File: src/rtl/modport_mem_pkg.sv
// Shared defaults and word/address types for the small synchronous memory.
package mem_pkg;

  localparam int MEM_ADDR_WIDTH = 2;
  localparam int MEM_DATA_WIDTH = 8;
  localparam logic [MEM_DATA_WIDTH-1:0] MEM_RESET_VALUE = '0;

  typedef logic [MEM_DATA_WIDTH-1:0] word_t;
  typedef logic [MEM_ADDR_WIDTH-1:0] addr_t;

endpackage

File: src/rtl/modport_mem_if.sv
// Signal bundle between the memory and whoever drives it.
interface mem_intf
  import mem_pkg::*;
#(
  parameter int ADDR_WIDTH = MEM_ADDR_WIDTH,
  parameter int DATA_WIDTH = MEM_DATA_WIDTH
) ();

  logic [ADDR_WIDTH-1:0] addr;
  logic                  wr_en;
  logic                  rd_en;
  logic [DATA_WIDTH-1:0] wdata;
  logic [DATA_WIDTH-1:0] rdata;

  modport master (
    output addr,
    output wr_en,
    output rd_en,
    output wdata,
    input  rdata
  );

  modport slave (
    input  addr,
    input  wr_en,
    input  rd_en,
    input  wdata,
    output rdata
  );

endinterface

File: src/rtl/modport_mem_array.sv
// Storage array: one shared address, registered read port, read-before-write on collision.
module mem_array
  import mem_pkg::*;
#(
  parameter int                    ADDR_WIDTH  = MEM_ADDR_WIDTH,
  parameter int                    DATA_WIDTH  = MEM_DATA_WIDTH,
  parameter logic [DATA_WIDTH-1:0] RESET_VALUE = MEM_RESET_VALUE
) (
  input  logic                  clk,
  input  logic                  rst_n,
  input  logic [ADDR_WIDTH-1:0] addr,
  input  logic                  we,
  input  logic                  re,
  input  logic [DATA_WIDTH-1:0] wdata,
  output logic [DATA_WIDTH-1:0] rdata
);

  localparam int DEPTH = 2 ** ADDR_WIDTH;

  logic [DATA_WIDTH-1:0] mem [DEPTH];

  // Both the read and the write sample mem before this edge's update,
  // which gives old data on a same-address read/write.
  always_ff @(posedge clk or negedge rst_n) begin
    if (!rst_n) begin
      for (int i = 0; i < DEPTH; i++) begin
        mem[i] <= RESET_VALUE;
      end
      rdata <= RESET_VALUE;
    end else begin
      if (re) begin
        rdata <= mem[addr];
      end
      if (we) begin
        mem[addr] <= wdata;
      end
    end
  end

endmodule

File: src/rtl/modport_mem.sv
// Top of the 4x8 synchronous memory: qualifies the enables and maps the bundle onto the array.
module modport_mem
  import mem_pkg::*;
#(
  parameter int                    ADDR_WIDTH  = MEM_ADDR_WIDTH,
  parameter int                    DATA_WIDTH  = MEM_DATA_WIDTH,
  parameter logic [DATA_WIDTH-1:0] RESET_VALUE = MEM_RESET_VALUE
) (
  input  logic   clk,
  input  logic   reset,
  mem_intf.slave bus
);

  logic wr_q;
  logic rd_q;

  // Only a clean 1 enables an update; X or Z on a strobe behaves as idle.
  assign wr_q = (bus.wr_en === 1'b1);
  assign rd_q = (bus.rd_en === 1'b1);

  mem_array #(
    .ADDR_WIDTH (ADDR_WIDTH),
    .DATA_WIDTH (DATA_WIDTH),
    .RESET_VALUE(RESET_VALUE)
  ) u_array (
    .clk  (clk),
    .rst_n(reset),
    .addr (bus.addr),
    .we   (wr_q),
    .re   (rd_q),
    .wdata(bus.wdata),
    .rdata(bus.rdata)
  );

  a_wr_en_known: assert property (@(posedge clk) disable iff (!reset) !$isunknown(bus.wr_en))
    else $error("wr_en is X/Z outside reset");

  a_rd_en_known: assert property (@(posedge clk) disable iff (!reset) !$isunknown(bus.rd_en))
    else $error("rd_en is X/Z outside reset");

endmodule

File: src/flat_wrapper.sv
// flat-port wrapper written by rule: the top's interface ports become plain ports
module modport_mem_flat import mem_pkg::*;
#(
  parameter int                    ADDR_WIDTH  = MEM_ADDR_WIDTH,
  parameter int                    DATA_WIDTH  = MEM_DATA_WIDTH,
  parameter logic [DATA_WIDTH-1:0] RESET_VALUE = MEM_RESET_VALUE
)
  (clk, reset, bus_addr, bus_wr_en, bus_rd_en, bus_wdata, bus_rdata);
  mem_intf #(.ADDR_WIDTH(ADDR_WIDTH), .DATA_WIDTH(DATA_WIDTH)) bus_i ();
  input  logic clk;
  input  logic reset;
  input wire logic [$bits(bus_i.addr)-1:0] bus_addr;
  input wire logic [$bits(bus_i.wr_en)-1:0] bus_wr_en;
  input wire logic [$bits(bus_i.rd_en)-1:0] bus_rd_en;
  input wire logic [$bits(bus_i.wdata)-1:0] bus_wdata;
  output wire logic [$bits(bus_i.rdata)-1:0] bus_rdata;
  assign bus_i.addr = bus_addr;
  assign bus_i.wr_en = bus_wr_en;
  assign bus_i.rd_en = bus_rd_en;
  assign bus_i.wdata = bus_wdata;
  assign bus_rdata = bus_i.rdata;
  modport_mem #(.ADDR_WIDTH(ADDR_WIDTH), .DATA_WIDTH(DATA_WIDTH), .RESET_VALUE(RESET_VALUE)) u_core (.clk(clk), .reset(reset), .bus(bus_i));
endmodule
File: config.mk
export PLATFORM = sky130hd
export DESIGN_NAME = modport_mem_flat
export DESIGN_NICKNAME = d
export VERILOG_FILES = /design/src/rtl/modport_mem_pkg.sv /design/src/rtl/modport_mem_if.sv /design/src/rtl/modport_mem_array.sv /design/src/rtl/modport_mem.sv /design/src/flat_wrapper.sv
export SDC_FILE = /design/constraint.sdc
export NUM_CORES = 1
export LEC_CHECK = 0
export ABC_AREA = 1
export CAP_MARGIN = 20
export CORE_ASPECT_RATIO = 1.5
export CORE_UTILIZATION = 58
export DETAILED_ROUTE_END_ITERATION = 16
export PLACE_DENSITY = 0.82
export REMOVE_ABC_BUFFERS = 1
export SYNTH_ARGS = -nofsm -noshare
export SYNTH_HDL_FRONTEND = slang
export SYNTH_HIERARCHICAL = 1
export SYNTH_SLANG_ARGS = --single-unit
File: constraint.sdc
create_clock -name clk -period 2.1 [get_ports clk]
set_clock_uncertainty 0.05 [all_clocks]
set_input_delay 0.525 -clock clk [delete_from_list [all_inputs] [get_ports clk]]
set_output_delay 0.525 -clock clk [all_outputs]
set_load 0.05 [all_outputs]
; Yosys cells after proc, flatten, opt, wreduce, memory -nomap -nowiden
; Cells that the tools add are included.
[word_totals]
regBits = 40
in_bits = 14
out_inout_bits = 8
word_cells = 17
[op_classes]
n_lt_le_gt_ge = 2
eq_ne = 2
muxes = 6
n_bitwise = 1
n_reduce_logical = 1
[op_table]
columns = cell, n
row1 = $bwmux W32, 1
row2 = $mux W8, 3
row3 = $bmux W8 S2, 1
row4 = $demux W8 S2, 1
row5 = $ge A3 B3 Y1 const B, 1
row6 = $lt A3 B1 Y1 const B, 1
row7 = $not A2 Y3, 1
row8 = $eqx A1 B1 Y1 const B, 2
row9 = $logic_and A1 B1 Y1, 1

; Logic depth before layout (Yosys ltp)
[depth]
depth_word = 6
mapped_depth = 9
depth_no_buf = 7

; Worst setup path before layout
; No wires, ideal clock.
[synth_path]
path_kind = in2reg
start = input port bus_addr[0]
end = register u_core/u_array/mem[24] (netlist name)
setup_time_ns = 0.122
arrival_ns = 1.177
required_time_ns = 1.928
path_slack_ns = 0.751
path_stages = 6
path_buffers = 2
path_cell_list = buf_4 -> inv_4 -> nand3_2 -> buf_2 -> nand2_1 -> o21ai_1
[synth_via]
elab_chain_len = 6
elab_cells_between_ends = 7
cone_classes = order compare (2) / mux (3) / bitwise (1) / reduce/logical (1)
[synth_rtl]
columns = item, line
row1 = "start, declared", flat_wrapper.sv:12  ; input wire logic [$bits(bus_i.addr)-1:0] bus_addr;
row2 = $not A2 Y3 (implied by the code) (*), modport_mem_array.sv:35  ; mem[addr] <= wdata;
row3 = $ge A3 B3 Y1 (implied by the code) / $lt A3 B1 Y1 (equally long branches), modport_mem_array.sv:35
row4 = $logic_and A1 B1 Y1 (implied by the code), modport_mem_array.sv:35
row5 = $mux W8 (implied by the code), modport_mem_array.sv:35
row6 = $demux W8 S2 (*), modport_mem_array.sv:35
row7 = $bwmux W32 (*), modport_mem_array.sv:35
row8 = "end signal, assigned by index", modport_mem_array.sv:35
row9 = "end, declared", modport_mem_array.sv:20  ; logic [DATA_WIDTH-1:0] mem [DEPTH];
; Mark *: on every way between the ends. The rest lies on a longest branch, timed or not.
; A chain may end at the register's enable or synchronous reset.

; Final worst setup path
[layout_path]
start = register u_core.u_array.rdata[4]
end = output port bus_rdata[4]
[layout_lines]
columns = item, line
row1 = "start, declared", modport_mem_array.sv:15  ; output logic [DATA_WIDTH-1:0] rdata
row2 = "start signal, assigned", modport_mem_array.sv:32  ; rdata <= mem[addr];
row3 = "end, declared", flat_wrapper.sv:16  ; output wire logic [$bits(bus_i.rdata)-1:0] bus_rdata;
; No word-level cell between the ends.

==> results.md <==
| Stage | Parameter | This run |
| --- | --- | --- |
| outcome | Run status | finished, final reports clean |
| clocking | Count of hold buffers inserted by post-cts repair | 0 |
| clocking | Clock buffers created by TritonCTS | 5 |
| grt | Overall overflow remaining after global route | 0 |
| floorplanning | Die X-Extent | 47.2 um |
| clocking | Number of gates given a new drive strength after cts | 0 |
| synthesis | Flip-flop and latch count after synthesis | 40 |
| critical path | Worst EP required | 1.52 ns |
| critical path | CP peak stage delay | 0.80 ns |
| clocking | Clock Path Buffers | 2 |
| sta | Setup repair after global routing missed its margin | false |
| routing | Final routed wire length divided by cell count | 12.2 um |
| synthesis | Sequential area share after synthesis | 56.3% |
| routing | Final routed DRC violation total | 0 |
| sta | Final period utilization | 96.1% |
| critical path | Critical path buffer and inverter count | 1 |
| routing | DR iter-0 viols | 69 |
| clocking | Reg clk slew, reported paths | 0.07 ns |
| critical path | Crit Path Max Fanout | 2 |
| synthesis | Portion of synthesized cell area occupied by the leading cell type | 56.3% |
| critical path | Startpoint of the worst register-to-register path | u_core/u_array/mem[30]$_DFFE_PN0P_ |
| floorplanning | Area of the core | 0.00291 mm2 |
| sta | Setup TNS | 0 ns |
| grt | First-pass GRT wire length | 6.24 mm |
| pwr | Power consumption | 0.00185 W |
| floorplanning | Die height | 69.8 um |
| routing | Routed WL | 3.51 mm |
| sta | Minimum clock period after layout | 2.02 ns |
| critical path | Worst setup path startpoint | u_core/u_array/rdata[4]$_DFFE_PN0P_ |
| layout | Core occupancy in the finished layout | 71.9% |
| critical path | Worst Setup End Kind | output port |
| sta | Total of endpoints with negative setup slack in the final report | 0 |
| synthesis | Leading area contributor after synthesis | sky130_fd_sc_hd__dfrtp_1 |
| layout | Total of fill cells in the finished design | 243 |
| routing | Router iterations before antenna repair | 4 |
| critical path | Cell Chain, Critical Path | clkdlybuf4s50_1 |
| synthesis | Summed instance area of the synthesized netlist | 0.00178 mm2 |
| place | Total placed cells including tap cells | 280 |
| critical path | Kind of start point of the critical path | flop |
| synthesis | Post-synthesis instance total | 224 |
| flow run | Maximum capacitance violations | 0 |
| grt | Maximum number of pins on one net before global-route repair | 41 |
| critical path | Worst endpoint data arrival time | 1.44 ns |
| synthesis | Synth cell types | 10 |
| synthesis | Post-synthesis area per instance | 7.93 um2 |
| pwr | Worst IR drop on VDD | 0.669 mV |
| routing | Routed Antenna Nets | 0 |
| grt | Number of global-route vias before repair | 1396 |
| critical path | Crit Path Category | flop to output port |
| worst hold path | HP Class | input port to async pin |
| place | Routability-driven placement congestion ratio | 0.806 |
| floorplanning | Site Rows | 24 |
| clocking | CTS tree | yes |
| sta | Maximum clock frequency | 495 MHz |
| sta | Number of failing hold endpoints at the final stage | 0 |
| pwr | Cell Pwr Density | 882 mW/mm2 |
| synthesis | Number of warnings printed during yosys synthesis | 6 |
| sta | Slew of the pin with the lowest slew margin | 0.495 ns |
| floorplanning | Starting Density | 61.0% |
| layout | Post-layout net count | 262 |
| place | Buffers added on ports | 21 |
| pwr | Reported leakage power | 1.11 nW |
| layout | Final cell count without fillers | 287 |
| sta | Rel. slew slack | 66.9% |
| clocking | Clk sink count | 40 |
| clocking | Number of buffers added for setup after CTS | 0 |
| routing | Via density per instance | 5.10 |
| floorplanning | Die outline area | 0.00329 mm2 |
| place | HPWL Detailed | 2.36 mm |
| layout | Signed area change from the synthesized netlist to the final layout | 17.9% |
| critical path | Gate family responsible for the most delay along the worst path | buffers and inverters |
| layout | Diodes inserted | 0 |
| synthesis | Cell types with the largest area share after synthesis | sky130_fd_sc_hd__dfrtp_1 (56%), sky130_fd_sc_hd__nand2_1 (27%), sky130_fd_sc_hd__o21ai_1 (9.0%) |
| critical path | Slowest CP cell | sky130_fd_sc_hd__clkdlybuf4s50_1 |
| floorplanning | Total I/O pin count | 22 |
| grt | Antenna violations before repair | 0 |
| sta | Number of max-slew violations in the final report | 0 |
| clocking | Clock latency reported for the late side of the worst-skew pair | 0.29 ns |
| clocking | Max H-tree Level | 2 |
| layout | Sequential standard cell area | 0.00100 mm2 |
| clocking | Clock Tree Root | sky130_fd_sc_hd__clkbuf_8 |
| layout | Fraction of final layout cells sized beyond drive strength 1 | 7.26% |
| grt | Global-route usage over all layers | 26.7% |
| routing | Via count of the routed design | 1463 |
| layout | Area of combinational cells with multiple inputs | 681 um2 |
[logic make-up (layout without fill, tap and decap cells)]
kind of cell / count (synthesis) / count (layout) / synth area share (%)
DFF: 40 / 40 / 56.3
buffers and inverters: 20 / 44 / 5.35
AOI/OAI and AO/OA: 32 / 32 / 9.01
and+or+nand+nor: 132 / 132 / 29.3
[path summary, 6_finish.rpt]
| kind | to | slack, ns | cells after the start |
|---|---|---|---|
| setup / recovery | bus_rdata[4] | 0.08 | 1 |
| hold / removal | u_core/u_array/mem[10]$_DFFE_PN0P_ | 0.22 | 2 |
| setup reg to reg | u_core/u_array/rdata[6]$_DFFE_PN0P_ | 1.21 | 6 |
| hold reg to reg | u_core/u_array/rdata[7]$_DFFE_PN0P_ | 0.43 | 2 |
| max in group asynchronous | u_core/u_array/mem[29]$_DFFE_PN0P_ | 1.43 | 2 |
| min in group clk | u_core/u_array/rdata[7]$_DFFE_PN0P_ | 0.43 | 2 |
[state kept, by name (all words and copies together), names as in the netlist]
signal / count
u_core/u_array/rdata: 8
u_core/u_array/mem: 32
[metal layers]
metal | vias to the layer above | GRT usage [%] | wire length [um]
li1 | 742 | - | -
met1 | 674 | 35.3 | 1560
met2 | 39 | 40.0 | 1710
met3 | 8 | 6.51 | 171
met4 | 0 | 13.0 | 65
met5 | - | 0 | 0
[Yosys cell counts, drive strengths merged]
cell type / n
nand3: 4
dfrtp: 40
buf: 8
nand2: 128
clkbuf: 1
inv: 11
o21ai: 32
[per-stage QoR]
step / worst slack, ns / hold WS, ns / instance area [um2]
floorplan: 0.909 / 0.179 / 1730
global placement: 0.0372 / 0.412 / 2020
detailed placement: 0.0574 / 0.419 / 2020
CTS: 0.0605 / 0.244 / 2090
global route: 0.0146 / 0.283 / 2090
finish: 0.0815 / 0.224 / 2090
[final cells by class]
cell class / instances / share of cell area, %
clock buffers: 6 / 3.46
clock inverters: 1 / 0.239
inverters: 11 / 2.09
multi-input cells: 164 / 32.5
flip-flops and latches: 40 / 47.8
well taps: 39 / 2.33
repair buffers: 26 / 11.6
[cells in the final DEF (no fill, tap or decap), drive strengths merged]
master,count
nand2,128
dfrtp,40
o21ai,32
clkdlybuf4s50,20
inv,11
clkbuf,6
buf,6
nand3,4
clkinv,1
[power breakdown]
| group | leakage [nW] | switching (W) | internal (W) |
|---|---|---|---|
| clock network | 0.0410 | 0.000241 | 0.000225 |
| logic | 0.566 | 0.000265 | 0.000158 |
| registers | 0.503 | 0.0000643 | 0.000893 |
(Power assumes the default switching activity.)
